### src/rtl/accel_smoother.sv
// Purpose: 2^LOG2_DEPTH-tap boxcar average of signed X/Y tilt samples (circular buffer + running sum per axis).
// Latency: smooth_outx/y and smooth_valid are registered, one cycle after the accepted sample.
// Backpressure: none; a sample may arrive every cycle and each one is absorbed and (once primed) produces its own pulse.
// Optional: define ACCEL_DEADZONE_EN to force averaged results with |avg| <= DEADZONE to zero.
module accel_smoother #(
  parameter int WIDTH      = 10,
  parameter int LOG2_DEPTH = 3,
  parameter int DEADZONE   = 4
) (
  input  logic                    clock,
  input  logic                    reset,
  input  logic                    sample_valid,
  input  logic signed [WIDTH-1:0] accel_x,
  input  logic signed [WIDTH-1:0] accel_y,
  output logic signed [WIDTH-1:0] smooth_outx,
  output logic signed [WIDTH-1:0] smooth_outy,
  output logic                    smooth_valid,
  output logic                    primed,
  output logic [LOG2_DEPTH:0]     fill_count
);

  localparam int DEPTH = 1 << LOG2_DEPTH;
  // Sum of DEPTH WIDTH-bit samples needs exactly LOG2_DEPTH extra bits.
  localparam int SW    = WIDTH + LOG2_DEPTH;

  localparam logic [LOG2_DEPTH:0]   FILL_ONE  = (LOG2_DEPTH+1)'(1);
  localparam logic [LOG2_DEPTH:0]   FILL_LAST = (LOG2_DEPTH+1)'(DEPTH - 1);
  localparam logic [LOG2_DEPTH-1:0] PTR_ONE   = LOG2_DEPTH'(1);

`ifdef ACCEL_DEADZONE_EN
  localparam bit DZ_EN = 1'b1;
`else
  localparam bit DZ_EN = 1'b0;
`endif

  localparam logic signed [WIDTH-1:0] DZ_POS = WIDTH'(DEADZONE);
  localparam logic signed [WIDTH-1:0] DZ_NEG = -DZ_POS;

  typedef enum logic {
    ST_FILL = 1'b0,
    ST_RUN  = 1'b1
  } state_t;

  state_t                  state_q, state_d;
  logic signed [WIDTH-1:0] buf_x_q [DEPTH];
  logic signed [WIDTH-1:0] buf_x_d [DEPTH];
  logic signed [WIDTH-1:0] buf_y_q [DEPTH];
  logic signed [WIDTH-1:0] buf_y_d [DEPTH];
  logic signed [SW-1:0]    sum_x_q, sum_x_d;
  logic signed [SW-1:0]    sum_y_q, sum_y_d;
  logic [LOG2_DEPTH-1:0]   wr_ptr_q, wr_ptr_d;
  logic [LOG2_DEPTH:0]     fill_count_q, fill_count_d;
  logic                    primed_q, primed_d;
  logic                    smooth_valid_q, smooth_valid_d;
  logic signed [WIDTH-1:0] smooth_outx_q, smooth_outx_d;
  logic signed [WIDTH-1:0] smooth_outy_q, smooth_outy_d;

  logic signed [SW-1:0]    sum_x_nxt, sum_y_nxt;
  logic signed [WIDTH-1:0] avg_x, avg_y;

  // Sign-extend a sample to running-sum width.
  function automatic logic signed [SW-1:0] sext(input logic signed [WIDTH-1:0] v);
    return {{LOG2_DEPTH{v[WIDTH-1]}}, v};
  endfunction

  // Optional dead-zone shaping of one averaged axis; sums and buffer never see it.
  function automatic logic signed [WIDTH-1:0] shape(input logic signed [WIDTH-1:0] v);
    if (DZ_EN && (v >= DZ_NEG) && (v <= DZ_POS)) begin
      return '0;
    end
    return v;
  endfunction

  // Running-sum update and average for the sample currently presented.
  always_comb begin
    sum_x_nxt = sum_x_q + sext(accel_x) - sext(buf_x_q[wr_ptr_q]);
    sum_y_nxt = sum_y_q + sext(accel_y) - sext(buf_y_q[wr_ptr_q]);
    // Taking the upper WIDTH bits is the arithmetic shift right by LOG2_DEPTH
    // (floor toward -inf); the result always fits, so no saturation.
    avg_x     = sum_x_nxt[SW-1:LOG2_DEPTH];
    avg_y     = sum_y_nxt[SW-1:LOG2_DEPTH];
  end

  // Next-state, window update and output strobe (FILL until the window is full, then RUN).
  always_comb begin
    state_d        = state_q;
    buf_x_d        = buf_x_q;
    buf_y_d        = buf_y_q;
    sum_x_d        = sum_x_q;
    sum_y_d        = sum_y_q;
    wr_ptr_d       = wr_ptr_q;
    fill_count_d   = fill_count_q;
    primed_d       = primed_q;
    smooth_valid_d = 1'b0;
    smooth_outx_d  = smooth_outx_q;
    smooth_outy_d  = smooth_outy_q;

    if (sample_valid) begin
      buf_x_d[wr_ptr_q] = accel_x;
      buf_y_d[wr_ptr_q] = accel_y;
      sum_x_d           = sum_x_nxt;
      sum_y_d           = sum_y_nxt;
      wr_ptr_d          = wr_ptr_q + PTR_ONE;

      unique case (state_q)
        ST_FILL: begin
          fill_count_d = fill_count_q + FILL_ONE;
          // The sample that completes the window also yields the first output.
          if (fill_count_q == FILL_LAST) begin
            state_d        = ST_RUN;
            primed_d       = 1'b1;
            smooth_valid_d = 1'b1;
            smooth_outx_d  = shape(avg_x);
            smooth_outy_d  = shape(avg_y);
          end
        end
        ST_RUN: begin
          smooth_valid_d = 1'b1;
          smooth_outx_d  = shape(avg_x);
          smooth_outy_d  = shape(avg_y);
        end
        default: begin
          state_d = ST_FILL;
        end
      endcase
    end
  end

  // State register; reset wins over a coincident sample, which is dropped.
  always_ff @(posedge clock) begin
    if (reset) begin
      state_q        <= ST_FILL;
      for (int i = 0; i < DEPTH; i++) begin
        buf_x_q[i] <= '0;
        buf_y_q[i] <= '0;
      end
      sum_x_q        <= '0;
      sum_y_q        <= '0;
      wr_ptr_q       <= '0;
      fill_count_q   <= '0;
      primed_q       <= 1'b0;
      smooth_valid_q <= 1'b0;
      smooth_outx_q  <= '0;
      smooth_outy_q  <= '0;
    end else begin
      state_q        <= state_d;
      buf_x_q        <= buf_x_d;
      buf_y_q        <= buf_y_d;
      sum_x_q        <= sum_x_d;
      sum_y_q        <= sum_y_d;
      wr_ptr_q       <= wr_ptr_d;
      fill_count_q   <= fill_count_d;
      primed_q       <= primed_d;
      smooth_valid_q <= smooth_valid_d;
      smooth_outx_q  <= smooth_outx_d;
      smooth_outy_q  <= smooth_outy_d;
    end
  end

  assign smooth_outx  = smooth_outx_q;
  assign smooth_outy  = smooth_outy_q;
  assign smooth_valid = smooth_valid_q;
  assign primed       = primed_q;
  assign fill_count   = fill_count_q;

endmodule
### config.mk
export PLATFORM = sky130hd
export DESIGN_NAME = accel_smoother
export DESIGN_NICKNAME = d
export VERILOG_FILES = /design/src/rtl/accel_smoother.sv
export SDC_FILE = /design/constraint.sdc
export NUM_CORES = 1
export LEC_CHECK = 0
export BUFFER_PORTS_ARGS = -buffer_cell sky130_fd_sc_hd__buf_4
export CAP_MARGIN = 20
export CORE_UTILIZATION = 48
export DETAILED_ROUTE_END_ITERATION = 10
export GPL_ROUTABILITY_DRIVEN = 0
export GPL_TIMING_DRIVEN = 0
export SETUP_SLACK_MARGIN = 0.05
export SKIP_LAST_GASP = 1
export SLEW_MARGIN = 0
export SYNTH_ARGS = -nofsm -noshare
export SYNTH_HDL_FRONTEND = slang
export SYNTH_SLANG_ARGS = --single-unit
### constraint.sdc
create_clock -name clock -period 4.73 [get_ports clock]
set_input_delay 0.7095 -clock clock [delete_from_list [all_inputs] [get_ports clock]]
set_output_delay 0.7095 -clock clock [all_outputs]
set_load 0.005 [all_outputs]
==> flow_summary_export.csv <==
group,metric,value,unit
status,status,"finished with violations",
status,violations,"DRC",
critical_path,cp_data_arrival_time,4.86,ns
detailed_routing,first_iter_violations,500,
cts,cts_tree,"yes",
run,maxCapViolations,0,
grt,antenna_found_initial,0,
floorplanning,die_area,0.02316,sq mm
critical_path,critPathCaptureType,"flip-flop",
finish,final_nets,1445,
detailed_routing,detail-route-antenna-nets,0,
critical_path,path_buf_inv,4,
power_and_ir_drop,total_power,5.377,mW
finish,drive_gt1_frac,0.1065,
placement,portBuffers,31,
grt,grt_pass1_wl,48360,microns
placement,place_hpwl,21650,microns
cts,insertion_delay,0.52,ns
floorplanning,ioPinCount,49,
critical_path,cp_top_family,"compound AO/OA/AOI/OAI gates",
detailed_routing,wirelength,30480,microns
yosys,ys.flop_type,"dfxtp_1",
timing,max_freq,223.0,MHz
critical_path,worst_path_max_delay_cell,"fa_1",
yosys,synth-async-reset-ratio,0,
yosys,yosysWarnings,0,
grt,overflow,0,
finish,n_antenna_cell,0,
grt,grt_max_degree,13,
detailed_routing,post_drt_wl_per_cell,18.36,microns
timing,finalCritPeriodShare,0.9481,
timing,setup_viol,0,
yosys,synth.most_common_cell,"nand2_1",
power_and_ir_drop,p_leak,4.605,nW
placement,placed_cells,1622,
timing,fin_skew,0.009841,ns
detailed_routing,post-route-drc-count,7,
finish,final_cell_area,0.01212,sq mm
yosys,yosys-top-cells-area,"dfxtp_1, nand2_1, a21oi_1",
detailed_routing,viasPerCell,5.492,
floorplanning,die_w,152.2,microns
cts,cts_setup_buffers,0,
grt,grt_pass1_vias,8649,
floorplanning,dieHeight,152.2,microns
yosys,ys_types,57,
finish,fin_util,0.5521,
floorplanning,std_cell_rows,54,
yosys,avgSynthCellArea,8.257,sq um
grt,track_usage,0.2666,
yosys,synthTopCellsByCount,"nand2_1, dfxtp_1, a21oi_1",
detailed_routing,dr.pass1.iters,8,
power_and_ir_drop,vdd_drop_max,0.2366,mV
timing,grt_setup_unrepaired,"no",
cts,h-tree-depth,1,
power_and_ir_drop,power_density,443.5,mW/mm^2
critical_path,critPathMaxFanout,10,
cts,cts.clk_slew.worst_paths,0.06,ns
critical_path,critPathKind,"flip-flop to flip-flop",
finish,syn2layout_area_growth,11.99,%
yosys,syn-cell-area,0.01083,sq mm
floorplanning,start_util,0.4930,
yosys,ys_ff_latch,216,
yosys,syn-num-nets,1388,
timing,fin_setup_tns,0,ns
floorplanning,core_area,0.02196,sq mm
cts,numCtsBuffers,24,
timing,hold_viol,0,
timing,min_period,4.485,ns
cts,root_buffer,"clkbuf_16",
yosys,synth_area_leader_cell,"dfxtp_1",
cts,clock_sinks,216,
detailed_routing,vias,9117,
yosys,synth_edf_count,0,
critical_path,crit_chain,"clkbuf_2 -> buf_2 -> buf_2 -> mux4_2 -> mux2_2 -> fa_1 -> inv_1 -> fa_1 -> a21o_1 -> a21oi_1 -> o21bai_1 -> a41oi_1 -> mux2i_1 -> o311ai_0",
cts,cts.hold.buffers_added,0,
hold_path,hold_path.class,"flip-flop to flip-flop",
yosys,yosysSeqAreaShare,0.3994,
finish,stdcell_count,1660,
timing,slew_viol_final,0,
placement,placed_cell_area,0.01141,sq mm
timing,relSlewSlack,0.3743,
critical_path,cp-start-kind,"flip-flop",
critical_path,cpPeakStageDelay,0.48,ns
critical_path,required,5.11,ns
cts,max-clock-path-buffers,3,
timing,worst-slew-pin-transition,0.9386,ns
yosys,yosysTopAreaCellShare,0.3994,
yosys,synthCells,1311,
## sequential cells by signal (all words and copies together), names as in the netlist
name          count
sum_y_q          13
buf_y_q          80
wr_ptr_q          3
state_q           1
smooth_outy      10
sum_x_q          13
smooth_outx      10
fill_count        4
smooth_valid      1
buf_x_q          80
primed            1
## layout make-up
| type | count | area, sq um |
|---|---|---|
| inverter | 98 | 367.9 |
| clock buffer | 32 | 670.6 |
| fill | 2075 | 9836 |
| buffer | 109 | 439.2 |
| sequential | 216 | 4324 |
| multi-input combinational | 888 | 5697 |
| timing repair buffer | 31 | 232.7 |
| clock inverter | 6 | 41.29 |
| tap | 280 | 350.3 |
## repair_timing
item	CTS	global route
endpoints found under the hold margin	0	0
setup endpoints to repair	0	6
resized for setup	0	3
## power by group
| group | switching (mW) | internal [mW] | total, mW |
|---|---|---|---|
| logic | 1.01 | 0.654 | 1.66 |
| registers | 0.0504 | 1.93 | 1.98 |
| clock network | 0.753 | 0.986 | 1.74 |
## worst min-delay path: stages (launching register included)
cell and delay [ns]:
dfxtp_1 0.30, nand2_1 0.05, a21oi_1 0.05
## cell usage in the layout (no fill, tap or decap), drive strengths merged, types with 7 or more instances in the layout
cell / synthesis / routed
o21ai: 10 / 10
o311ai: 8 / 8
a21oi: 192 / 192
a21o: 12 / 12
inv: 97 / 97
nand4: 17 / 17
fa: 24 / 24
or4: 14 / 14
buf: 20 / 50
xnor2: 12 / 12
dfxtp: 216 / 216
ha: 30 / 30
clkinv: 1 / 7
nor2: 41 / 41
mux2i: 23 / 23
mux4: 32 / 32
nand2: 352 / 352
clkbuf: 89 / 122
nand3: 32 / 32
mux2: 22 / 22
## worst paths after layout
kind              cells after the start   startpoint  slack (ns)           to
setup / recovery                     14  wr_ptr_q[1]        0.25  sum_y_q[10]
hold / removal                        2  buf_x_q[17]        0.45  buf_x_q[17]
setup reg to reg                     14  wr_ptr_q[1]        0.25  sum_y_q[10]
hold reg to reg                       2  buf_x_q[17]        0.45  buf_x_q[17]
## layer usage
layer	GRT usage	wire length (microns)
met4	0.08601	910
met2	0.4279	13600
met3	0.04152	1832
met5	0.01863	59
met1	0.3665	14080
## logic make-up (layout without fill, tap and decap cells)
| group | count (synthesis) | count (layout) | synth area share |
|---|---|---|---|
| simple gates | 486 | 486 | 0.1890 |
| compound gates | 254 | 254 | 0.1337 |
| flops | 216 | 216 | 0.3994 |
| buf+inv | 207 | 276 | 0.07432 |
| mux | 77 | 77 | 0.1107 |
| fa+ha+maj | 54 | 54 | 0.07906 |
| xor+xnor | 17 | 17 | 0.01375 |
## through the flow
step	hold slack, ns	setup slack (ns)
floorplan	0.4329	0.9321
global placement	0.4379	0.1970
detailed placement	0.4458	0.1361
CTS	0.4540	0.1115
global route	0.4662	0.08991
finish	0.4523	0.2454
(Power assumes the default switching activity.)
